## src/rtl/sched_pkg.sv

```systemverilog
// Shared types and control-word layout for the schedule sequencer.
package sched_pkg;

  localparam int unsigned SELW  = 4;
  localparam int unsigned NREG  = 16;
  localparam int unsigned DEPTH = 16;

  localparam int unsigned ALU_OP_W = 1;
  localparam int unsigned MUL_OP_W = 1;
  localparam int unsigned LOG_OP_W = 2;

  // Field LSB offsets, packed LSB first
  localparam int unsigned ALU_SEL1_LSB  = 0;
  localparam int unsigned ALU_SEL2_LSB  = SELW;
  localparam int unsigned ALU_OP_LSB    = 2 * SELW;
  localparam int unsigned MUL_SEL1_LSB  = 2 * SELW + 1;
  localparam int unsigned MUL_SEL2_LSB  = 3 * SELW + 1;
  localparam int unsigned MUL_OP_LSB    = 4 * SELW + 1;
  localparam int unsigned LOG_SEL1_LSB  = 4 * SELW + 2;
  localparam int unsigned LOG_SEL2_LSB  = 5 * SELW + 2;
  localparam int unsigned LOG_OP_LSB    = 6 * SELW + 2;
  localparam int unsigned REG_EN_LSB    = 6 * SELW + 4;
  localparam int unsigned RESULT_EN_LSB = REG_EN_LSB + NREG;
  localparam int unsigned LAST_LSB      = RESULT_EN_LSB + 1;
  localparam int unsigned CW_W          = 6 * SELW + 4 + NREG + 2;

  function automatic int unsigned cw_width(input int unsigned selw, input int unsigned nreg);
    return 6 * selw + 4 + nreg + 2;
  endfunction

  typedef struct packed {
    logic                last;
    logic                result_en;
    logic [NREG-1:0]     reg_en;
    logic [LOG_OP_W-1:0] log_op;
    logic [SELW-1:0]     log_sel2;
    logic [SELW-1:0]     log_sel1;
    logic [MUL_OP_W-1:0] mul_op;
    logic [SELW-1:0]     mul_sel2;
    logic [SELW-1:0]     mul_sel1;
    logic [ALU_OP_W-1:0] alu_op;
    logic [SELW-1:0]     alu_sel2;
    logic [SELW-1:0]     alu_sel1;
  } ctrl_word_t;

  typedef enum logic [1:0] {
    S_IDLE,
    S_RUN,
    S_DONE
  } state_t;

endpackage

```

## src/rtl/sched_cw_mem.sv

```systemverilog
// Control-word table: flop array with async clear, one write port, one async read port.
module sched_cw_mem #(
  parameter int unsigned DEPTH = 16,
  parameter int unsigned CW    = 46,
  parameter int unsigned AW    = $clog2(DEPTH)
) (
  input  logic          clk,
  input  logic          rst,
  input  logic          we,
  input  logic [AW-1:0] waddr,
  input  logic [CW-1:0] wdata,
  input  logic [AW-1:0] raddr,
  output logic [CW-1:0] rdata
);

  logic [CW-1:0] mem [DEPTH];

  always_ff @(posedge clk or posedge rst) begin
    if (rst) begin
      for (int unsigned i = 0; i < DEPTH; i++) begin
        mem[i] <= '0;
      end
    end else if (we) begin
      mem[waddr] <= wdata;
    end
  end

  assign rdata = mem[raddr];

endmodule

```

## src/rtl/sched_seq_ctrl.sv

```systemverilog
// Programmable schedule sequencer: replays a loaded control-word table one word per cycle.
// Optional SCHED_STALL_EN adds a stall input that pauses the pc and masks register enables.
module sched_seq_ctrl
  import sched_pkg::*;
#(
  parameter int unsigned DEPTH = 16,
  parameter int unsigned NREG  = 16,
  parameter int unsigned SELW  = 4,
  parameter int unsigned AW    = $clog2(DEPTH),
  parameter int unsigned CW    = cw_width(SELW, NREG)
) (
  input  logic            clk,
  input  logic            rst,
  input  logic            start,
`ifdef SCHED_STALL_EN
  input  logic            stall,
`endif
  output logic            op_ready,
  output logic            busy,
  output logic            done_next,
  output logic            result_en,
  input  logic            cfg_we,
  input  logic [AW-1:0]   cfg_addr,
  input  logic [CW-1:0]   cfg_wdata,
  output logic            cfg_err,
  output logic [SELW-1:0] alu_sel1,
  output logic [SELW-1:0] alu_sel2,
  output logic [SELW-1:0] mul_sel1,
  output logic [SELW-1:0] mul_sel2,
  output logic [SELW-1:0] log_sel1,
  output logic [SELW-1:0] log_sel2,
  output logic            alu_op,
  output logic            mul_op,
  output logic [1:0]      log_op,
  output logic [NREG-1:0] reg_en
);

  localparam int unsigned O_ALU_SEL2 = SELW;
  localparam int unsigned O_ALU_OP   = 2 * SELW;
  localparam int unsigned O_MUL_SEL1 = 2 * SELW + 1;
  localparam int unsigned O_MUL_SEL2 = 3 * SELW + 1;
  localparam int unsigned O_MUL_OP   = 4 * SELW + 1;
  localparam int unsigned O_LOG_SEL1 = 4 * SELW + 2;
  localparam int unsigned O_LOG_SEL2 = 5 * SELW + 2;
  localparam int unsigned O_LOG_OP   = 6 * SELW + 2;
  localparam int unsigned O_REG_EN   = 6 * SELW + 4;
  localparam int unsigned O_RESULT   = O_REG_EN + NREG;
  localparam int unsigned O_LAST     = O_RESULT + 1;

  state_t        state;
  logic [AW-1:0] pc;
  logic [CW-1:0] word;
  logic          stall_i;
  logic          tbl_we;

`ifdef SCHED_STALL_EN
  assign stall_i = stall;
`else
  assign stall_i = 1'b0;
`endif

  assign tbl_we = cfg_we && (state == S_IDLE);

  sched_cw_mem #(
    .DEPTH (DEPTH),
    .CW    (CW),
    .AW    (AW)
  ) u_mem (
    .clk   (clk),
    .rst   (rst),
    .we    (tbl_we),
    .waddr (cfg_addr),
    .wdata (cfg_wdata),
    .raddr (pc),
    .rdata (word)
  );

  always_ff @(posedge clk or posedge rst) begin
    if (rst) begin
      state   <= S_IDLE;
      pc      <= '0;
      cfg_err <= 1'b0;
    end else begin
      cfg_err <= cfg_we && (state != S_IDLE);
      unique case (state)
        S_IDLE: begin
          if (start) begin
            state <= S_RUN;
            pc    <= '0;
          end
        end
        S_RUN: begin
          // exit is only evaluated on cycles where the word is actually consumed
          if (!stall_i) begin
            if (word[O_LAST] || (pc == AW'(DEPTH - 1))) begin
              state <= S_DONE;
              pc    <= '0;
            end else begin
              pc <= pc + AW'(1);
            end
          end
        end
        S_DONE:  state <= S_IDLE;
        default: state <= S_IDLE;
      endcase
    end
  end

  assign op_ready  = (state == S_IDLE);
  assign busy      = (state == S_RUN) || (state == S_DONE);
  assign done_next = (state == S_DONE);

  always_comb begin
    alu_sel1  = '0;
    alu_sel2  = '0;
    mul_sel1  = '0;
    mul_sel2  = '0;
    log_sel1  = '0;
    log_sel2  = '0;
    alu_op    = 1'b0;
    mul_op    = 1'b0;
    log_op    = '0;
    reg_en    = '0;
    result_en = 1'b0;
    if (state == S_RUN) begin
      alu_sel1 = word[0 +: SELW];
      alu_sel2 = word[O_ALU_SEL2 +: SELW];
      alu_op   = word[O_ALU_OP];
      mul_sel1 = word[O_MUL_SEL1 +: SELW];
      mul_sel2 = word[O_MUL_SEL2 +: SELW];
      mul_op   = word[O_MUL_OP];
      log_sel1 = word[O_LOG_SEL1 +: SELW];
      log_sel2 = word[O_LOG_SEL2 +: SELW];
      log_op   = word[O_LOG_OP +: 2];
      if (!stall_i) begin
        reg_en    = word[O_REG_EN +: NREG];
        result_en = word[O_RESULT];
      end
    end
  end

endmodule

```

## config.mk

```make
export PLATFORM = sky130hd
export DESIGN_NAME = sched_seq_ctrl
export DESIGN_NICKNAME = d
export VERILOG_FILES = /design/src/rtl/sched_pkg.sv /design/src/rtl/sched_cw_mem.sv /design/src/rtl/sched_seq_ctrl.sv
export SDC_FILE = /design/constraint.sdc
export NUM_CORES = 1
export LEC_CHECK = 0
export ABC_AREA = 1
export CAP_MARGIN = 10
export CORE_MARGIN = 4
export CORE_UTILIZATION = 30
export CTS_CLUSTER_DIAMETER = 150
export DETAILED_ROUTE_END_ITERATION = 16
export HOLD_SLACK_MARGIN = 0.03
export MAX_ROUTING_LAYER = met4
export RECOVER_POWER = 50
export SLEW_MARGIN = 20
export SYNTH_ARGS = -nofsm -noshare
export SYNTH_HDL_FRONTEND = slang
export SYNTH_SLANG_ARGS = --single-unit
```

## constraint.sdc

```tcl
create_clock -name clk -period 32.4 [get_ports clk]
set_input_delay 6.48 -clock clk [delete_from_list [all_inputs] [get_ports clk]]
set_output_delay 6.48 -clock clk [all_outputs]
set_load 0.005 [all_outputs]
```

[Yosys cells after proc, flatten, opt, wreduce, memory -nomap -nowiden]
Index checks and enable logic that the tools add are counted.
W data, S select, Z words.
Word-level totals
  register bits after elaboration: 743
  output and inout bits: 49
  word-level logic and storage cells: 63
Cells by class
  $add $sub $neg: 1
  magnitude comparators: 3
  equal/unequal tests: 5
  multiplexer cells: 23
  bitwise gates (word level): 2
  reductions and logical operators: 10
Operator list (number)
  $bwmux W736: 1
  $bmux W46 S4: 1
  $demux W46 S4: 1
  $mux W46: 3
  $mux W4: 8
  $mux W16: 1
  $ge A5 B5 Y1 const B: 2
  $not A4 Y5: 2
  $pmux W4 S2: 1
  $mux W2: 3
  $lt A5 B1 Y1 const B: 1
  $add A4 B1 Y4 const B: 1
  $eq A4 B4 Y1 const B: 1
  $ne A2 B2 Y1 const B: 2
  $pmux W2 S2: 1
  $reduce_and A2 Y1: 2
  $reduce_bool A2 Y1: 2
  $logic_and A1 B1 Y1: 3
  $mux W1: 3
  $eq A2 B1 Y1 const B: 1
  $eq A2 B2 Y1 const B: 1
  $logic_not A2 Y1: 1
  $logic_or A1 B1 Y1: 2

[Logic depth before layout (Yosys ltp)]
Gate-level depths: netlist of run 1.
  depth in word-level cells: 7
  depth in mapped cells: 12
  gate-level depth less buffers: 12

[Cells and area by module]
From an unflattened synthesis of run 1, not the netlist that was laid out.
Second synthesis, totals
  cell total of the unflattened synthesis: 4886
  area total of the unflattened synthesis: 36361.1 um^2
By module, submodules not included
  sched_cw_mem: times used 1, cells each 4731, area an instance 35556.6 um^2, seq. area each 18417.7 um^2
  sched_seq_ctrl: times used 1, cells each 155, area an instance 804.5 um^2, seq. area each 175.2 um^2

[Worst setup path before layout of run 1]
OpenSTA, ideal clock, no wires.
  path kind: reg2out
  from: reg pc[0]
  to: out log_op[0]
  data arrival time: 1.415 ns
  setup slack: 24.505 ns
  cell stages (with the launch flop): 9
  buffers on the path: 3
  cell sequence: dfrtp_1 -> inv_2 -> buf_8 -> buf_8 -> clkbuf_2 -> o21ai_0 -> o221ai_1 -> nand3_1 -> a21oi_1
Between the ends
  cells in the longest elaborated chain, start to end: 5
RTL lines
  from (decl): line sched_seq_ctrl.sv:51  | logic [AW-1:0] pc;
  from (signal assigned): line sched_seq_ctrl.sv:99  | pc <= pc + AW'(1);
  $not A4 Y5 (not written as such): line sched_cw_mem.sv:28  | assign rdata = mem[raddr];
  $bmux W46 S4: line sched_cw_mem.sv:28
  $mux W46 (not written as such) (2 in a row): line sched_cw_mem.sv:28
  $mux W2: line sched_seq_ctrl.sv:125  | if (state == S_RUN) begin
  to (decl): line sched_seq_ctrl.sv:34  | output logic [1:0] log_op,
Every way passes these cells. The select of a mux whose other input is x is not followed.

==> metrics.md, run 1 <==
| Metric | Value |
|---|---|
| Clock transition at path regs | 0.06 ns |
| H-tree Lvls | 3 |
| Hold path endpoint | u_mem.mem[605] |
| WHS | 0.477 ns |
| Die area | 116000 sq um |
| Normalized max-slew margin | -417% |
| Final setup fails | 0 |
| Adder-cell share of the synthesized area | less than 1% |
| Ys Warns | 0 |
| Post-layout util | between 30 and 40% |
| Vias in the first global route | 25715 |
| Slowest stage delay, CP | approximately 5.6 ns |
| Post-CTS sizing | 0 |
| Post-synth top area share | 56.1% |
| Flops & latches, synth | 743 |
| Hold_sp | u_mem.mem[605] |
| Crit path DAT | 15.70 ns |
| Routed len/inst | 20.1 um |
| Remaining Overflow, GRT | 0 |
| Post-Synth Simple-Gate Area | 15.6% |
| R2R setup slack | 26.77 ns |
| Hold Fails Final Rpt | 0 |
| F_max | 0.0555 GHz |
| Num rows | 121 |
| Final WS setup | 14.37 ns |
| TritonCTS Sinks | roughly 740 |
| Worst slack at placement | 21.86 ns |
| Fill count | 11504 |
| Startpoint Class | input port |
| Setup repair bufs after CTS | 0 |
| Layout Skew | between 0.02 and 0.025 ns |
| Total track usage | roughly 19% |
| Critical Path RT | 30.07 ns |
| Multi-input gate area | 12600 sq um |
| Reg2reg path depth | 7 |
| Clock Tree Buf Depth | 3 |
| Mapped Area | ~33000 sq um |
| NumNets Final | 3819 |
| RSZ-0062 raised after global routing | false |
| Commonest cells after routing, fill and taps aside | 1067 x o21ai_0, 782 x nand2_1, 739 x dfrtp_1 |
| Number of buffers added on ports | 102 |
| Vias post-DR | 27191 |
| Largest net degree at the start of global routing | 227 |
| Post-route ant nets | 0 |
| Leakage power | between 15 and 20 nW |
| Synth top area cells | dfrtp_1 56%, o21ai_0 16%, nand2_1 8.8%, nor2_1 5.6%, o211ai_1 2.8% |
| Vias/cell | 5.13 |
| Total Wirelength | 106000 um |
| Syn Area/Cell | 8.50 sq um |
| Worst Max-Slew Pin Slew | 7.75 ns |
| CTS tree | built |
| Max-Cap Viols | 17 |
| Peak fanout along the critical path | 146 |
| DRT iter0 DRCs | 2749 |
| Status | finished, violations left |
| Period minus WS final | 18.03 ns |
| Final Cycle Share | 55.6% |
| Crit. End Element | asynchronous set/reset pin |
| Multiplexer share of the synthesized area | 0% |
| Worst path cell trace | dlygate4sd3_1 > clkinvlp_2 > clkbuf_1 |
| Peak VDD IR | 0.0000580 V |
| Placed inst area | 34900 sq um |
| Post-Syn Nets | 3962 |
| Class of the worst hold path | reg2reg |
| Critical path class | in2async |
| Commonest non-fill, non-tap cell in the layout | o21ai_0 |
| RR Startpoint | state[0] |
| RR Endpoint | u_mem.mem[19] |
| FF/Latch Area | 18600 sq um |
| Root Buffer | clkbuf_16 |
| Seq/Total Area, Yosys | 56.1% |
| DRC | 0 |
| Largest family of logic cells by synthesized area | compound AO/OA/AOI/OAI gates |
| Layout area overhead | 12.3% |
| Leading area contributor after synthesis | dfrtp_1 |
| Initial antenna violation count | 4 |
| Final Wtd Congestion | roughly 0.77 |
| Cell count after synthesis | 3902 |
| Pre-Repair DR Iteration Count | 6 |
| Placed cell count | roughly 5200 |
| Initial Utilization | between 30% and 40% |
| Final cell count without fillers | 5301 |
| Synth Area in XOR/XNOR | less than 1% |
| Compound-Gate Fraction of Synth Area | 22.2% |
| Total power | 3.57 mW |
| Failing checks | max-capacitance violations, max-slew violations |
| Hold-fix buffers, CTS | 0 |
| Die Width | 341 um |
| Clock Latency Late Sink | about 0.65 ns |
| Netlist cell types | 25 |
| Die Y | 341 um |
| CP max-delay cell | clkbuf_1 |
| I/O pins | 103 |
| Fin area | around 37000 sq um |
| Layout cells sized above 1 | roughly 4.2% |
| CTS buffer count | 77 |
| PwrDens | 95.9 nW/um^2 |
| Hold path depth | 2 |
| Post-DP HPWL | 54600 um |
| Setup_tns | 0 ns |
| Final Slew Violations | 1072 |
| Area of the core | 109000 sq um |
| Global-route wire length before repair | roughly 160000 um |
-- worst max path at each step --
stage | from | to | slack, ns | cells past startpoint
after floorplan | rst | cfg_err | 5.07 | 1
after global placement | pc[1] | mul_sel2[1] | 21.78 | 7
after detailed placement | pc[1] | log_sel2[1] | 21.86 | 7
after CTS | pc[1] | log_sel2[1] | 21.17 | 7
after global routing | rst | pc[1] | 12.02 | 3
final | rst | pc[1] | 14.37 | 3
-- worst max-delay path, delay by kind of cell --
kind,cells,cell delay (ns)
buffers and inverters,3,9.00
-- cell usage after synthesis (all sizes together) --
cell and instances:
o21ai 1139, clkbuf 246, o22ai 1, nor2 498, ha 6, o221ai 51, dfrtp 743, clkinv 1
buf 116, o211ai 129, nand3 72, a21oi 45, nand2 782, nand4 1, xor2 2, inv 70
-- power by group --
part | internal [mW] | leakage (nW) | total, mW | switching (mW)
Sequential | 1.36 | 9.67 | 1.60 | 0.239
Clock | 0.532 | 1.26 | 0.911 | 0.379
Combinational | 0.406 | 5.47 | 1.06 | 0.655
Total | 2.30 | 16.4 | 3.57 | 1.27
-- per-layer routing --
metal  share of wire [%]  vias to the layer above  wire, um  track usage [%]
met5                   0                        -         0                -
met4                 3.5                        0      3740             5.93
met3                 6.4                      170      6780             3.49
met2                  46                      866     48600             28.7
met1                  44                    13352     47300             24.7
li1                    -                    12803         -                -
-- layout make-up --
cell class | count | share of cell area (%)
Clock buffer | 120 | 6.21
Clock inverter | 21 | 0.705
Sequential cell | 743 | 49.9
Antenna cell | 4 | 0.0269
Timing Repair Buffer | 140 | 3.49
Tap cell | 1476 | 4.96
Multi-Input combinational cell | 2726 | 33.9
Inverter | 71 | 0.749
-- state kept, by name, summed over array words and instances, names as in the netlist --
signal     count
u_mem.mem    736
pc             4
state          2
cfg_err        1
-- cell families after synthesis --
logic type	count (synthesis)
simple gates	1353
fa+ha+maj	6
compound gates	1365
buf+inv	433
flops	743
xor+xnor	2
Note: power is estimated with default switching activity, not from simulation.
==> run 2, diff against run 1 <==
==> constraint.sdc (replaced) <==
create_clock -name clk -period 15.9 [get_ports clk]
set_input_delay 3.18 -clock clk [delete_from_list [all_inputs] [get_ports clk]]
set_output_delay 3.18 -clock clk [all_outputs]
set_load 0.005 [all_outputs]
==> metrics.md, run 2 (synthesized netlist as in run 1, its figures left out) <==
| Metric | Value |
|---|---|
| Critical path class | in2async |
| Layout Skew | 0.0169 ns (-0.00464 ns) |
| R2R setup slack | 10.22 ns (-16.55 ns) |
| Clock Tree Buf Depth | 3 (unchanged) |
| Fin area | 37300 sq um (+0.11%) |
| Global-route wire length before repair | 165000 um (+1.3%) |
| Crit path DAT | 9.31 ns (-6.39 ns) |
| Commonest non-fill, non-tap cell in the layout | o21ai_0 |
| Status | finished, violations left |
| Placed inst area | 34900 sq um (about the same) |
| Placed cell count | 5159 (+0.058%) |
| Crit. End Element | asynchronous set/reset pin |
| Commonest cells after routing, fill and taps aside | 1067 x o21ai_0, 782 x nand2_1, 739 x dfrtp_1 |
| Die Y | 341 um (unchanged) |
| Die area | 116000 sq um (unchanged) |
| Peak fanout along the critical path | 69 (-53%) |
| Worst Max-Slew Pin Slew | 4.63 ns (-3.12 ns) |
| Critical Path RT | 15.26 ns (-14.81 ns) |
| Reg2reg path depth | 7 (unchanged) |
| Vias in the first global route | 25941 (+0.88%) |
| Startpoint Class | input port |
| Layout area overhead | 12.5% |
| Class of the worst hold path | reg2reg |
| Hold path endpoint | u_mem.mem[68] |
| RSZ-0062 raised after global routing | false |
| DRC | 0 (unchanged) |
| WHS | 0.479 ns (+0.00186 ns) |
| Remaining Overflow, GRT | 0 (unchanged) |
| Final cell count without fillers | 5294 (-0.13%) |
| Failing checks | max-capacitance violations, max-slew violations |
| Hold path depth | 2 (unchanged) |
| Post-route ant nets | 0 (unchanged) |
| Period minus WS final | 9.96 ns |
| PwrDens | 197 nW/um^2 (+100%) |
| Root Buffer | clkbuf_16 |
| Crit path top cell by count | clkbuf_1 |
| I/O pins | 103 (unchanged) |
| Total track usage | 18.7% (+0.10 points) |
| Final Cycle Share | 62.6% |
| Die Width | 341 um (unchanged) |
| Hold_sp | u_mem.mem[68] |
| Final WS setup | 5.94 ns (-8.43 ns) |
| Vias/cell | 5.16 (+0.62%) |
| Largest register FFs | 736 (unchanged) |
| Initial antenna violation count | 3 (-1) |
| Slowest stage delay, CP | 2.73 ns (-2.88 ns) |
| DRT iter0 DRCs | 3035 (+10%) |
| Clock Latency Late Sink | 0.63 ns (-0.02 ns) |
| Worst path cell trace | dlygate4sd3_1 > clkinvlp_4 > clkbuf_1 > clkbuf_1 |
| RR Startpoint | state[0] |
| NumNets Final | 3819 (unchanged) |
| Total Wirelength | 106000 um (about the same) |
| Num rows | 121 (unchanged) |
| Normalized max-slew margin | -209% (+210 points) |
| CTS buffer count | 74 (-3.9%) |
| Max-Cap Viols | 16 (-1) |
| Leakage power | 16.4 nW (+0.15%) |
| Layout cells sized above 1 | 4.25% (+0.0056 points) |
| Setup_tns | 0 ns (unchanged) |
| Hold-fix buffers, CTS | 0 (unchanged) |
| Pre-Repair DR Iteration Count | 5 (-1) |
| F_max | between 0.1 and 0.15 GHz |
| Routed len/inst | 20.1 um (+0.15%) |
| Setup repair bufs after CTS | 0 (unchanged) |
| RR Endpoint | u_mem.mem[206] |
| Area of the core | 109000 sq um (unchanged) |
| Initial Utilization | 30.3% (unchanged) |
| Clock transition at path regs | 0.06 ns (about the same) |
| Peak VDD IR | 0.000105 V (+80%) |
| CTS tree | built |
| Buffer and inverter count on the worst path | 4 (+1) |
| Largest net degree at the start of global routing | 188 (-17%) |
| Vias post-DR | 27323 (+0.49%) |
| CP max-delay cell | clkbuf_1 |
| Final Wtd Congestion | 0.753 (-2.0%) |
| Top reg by flops | u_mem.mem |
| Number of buffers added on ports | 102 (unchanged) |
| Hold Fails Final Rpt | 0 (unchanged) |
| Post-DP HPWL | 55900 um (+2.4%) |
| Final setup fails | 0 (unchanged) |
| Top Registers | u_mem.mem x736, pc x4, state x2 |
| Worst slack at placement | 8.37 ns (-13.49 ns) |
| Final Slew Violations | 1005 (-6.3%) |
| Post-CTS sizing | 0 (unchanged) |
| TritonCTS Sinks | 743 (unchanged) |
| CP delay by family, top | buffers and inverters |
| H-tree Lvls | 3 (unchanged) |
## run 2: through the flow
stage / utilization, % / power (mW)
after floorplan: - / 4.80
after global placement: 31.9 / 5.39
after detailed placement: 31.9 / 5.45
after CTS: 34.3 / 7.36
after global routing: 34.1 / 7.89
final: 34.1 / 7.33
## run 2: where the power goes
part           leakage (nW)  switching, mW  internal, mW
Combinational          5.47           1.35         0.829
Sequential             9.67          0.482          2.78
Clock                  1.28          0.760          1.13
## run 2: worst min-delay path, delay by kind of cell (launching register included)
kind             cells  cell delay, ns
flip-flops           1            0.34
AO/OA/AOI/OAI        1            0.06
AND/OR/NAND/NOR      1            0.05
## run 2: metal layers
metal  global-route usage, %  wire length [um]
met2                    29.8             49500
met1                    25.6             48000
met5                       -                 0
met4                    4.16              2370
met3                    2.44              6500
## run 2: how the worst max path moves through the flow
stage          start           to  slack [ns]  depth (start not counted)
5_1_grt          rst        pc[2]        4.54                          4
6_report         rst        pc[2]        5.94                          4
4_1_cts        pc[0]  log_sel2[1]        7.68                          7
3_5_place_dp   pc[0]  log_sel2[1]        8.37                          7
2_1_floorplan    rst      cfg_err        2.54                          1
3_3_place_gp   pc[0]  log_sel2[1]        8.39                          7
## run 2: cell type report
cell class,instances,area [sq um]
clock inverters,20,332
inverters,71,287
flip-flops and latches,743,18600
repair buffers,143,1310
diodes,2,5.00
clock buffers,113,2270
multi-input cells,2726,12600
fillers,11457,72000
well taps,1476,1850
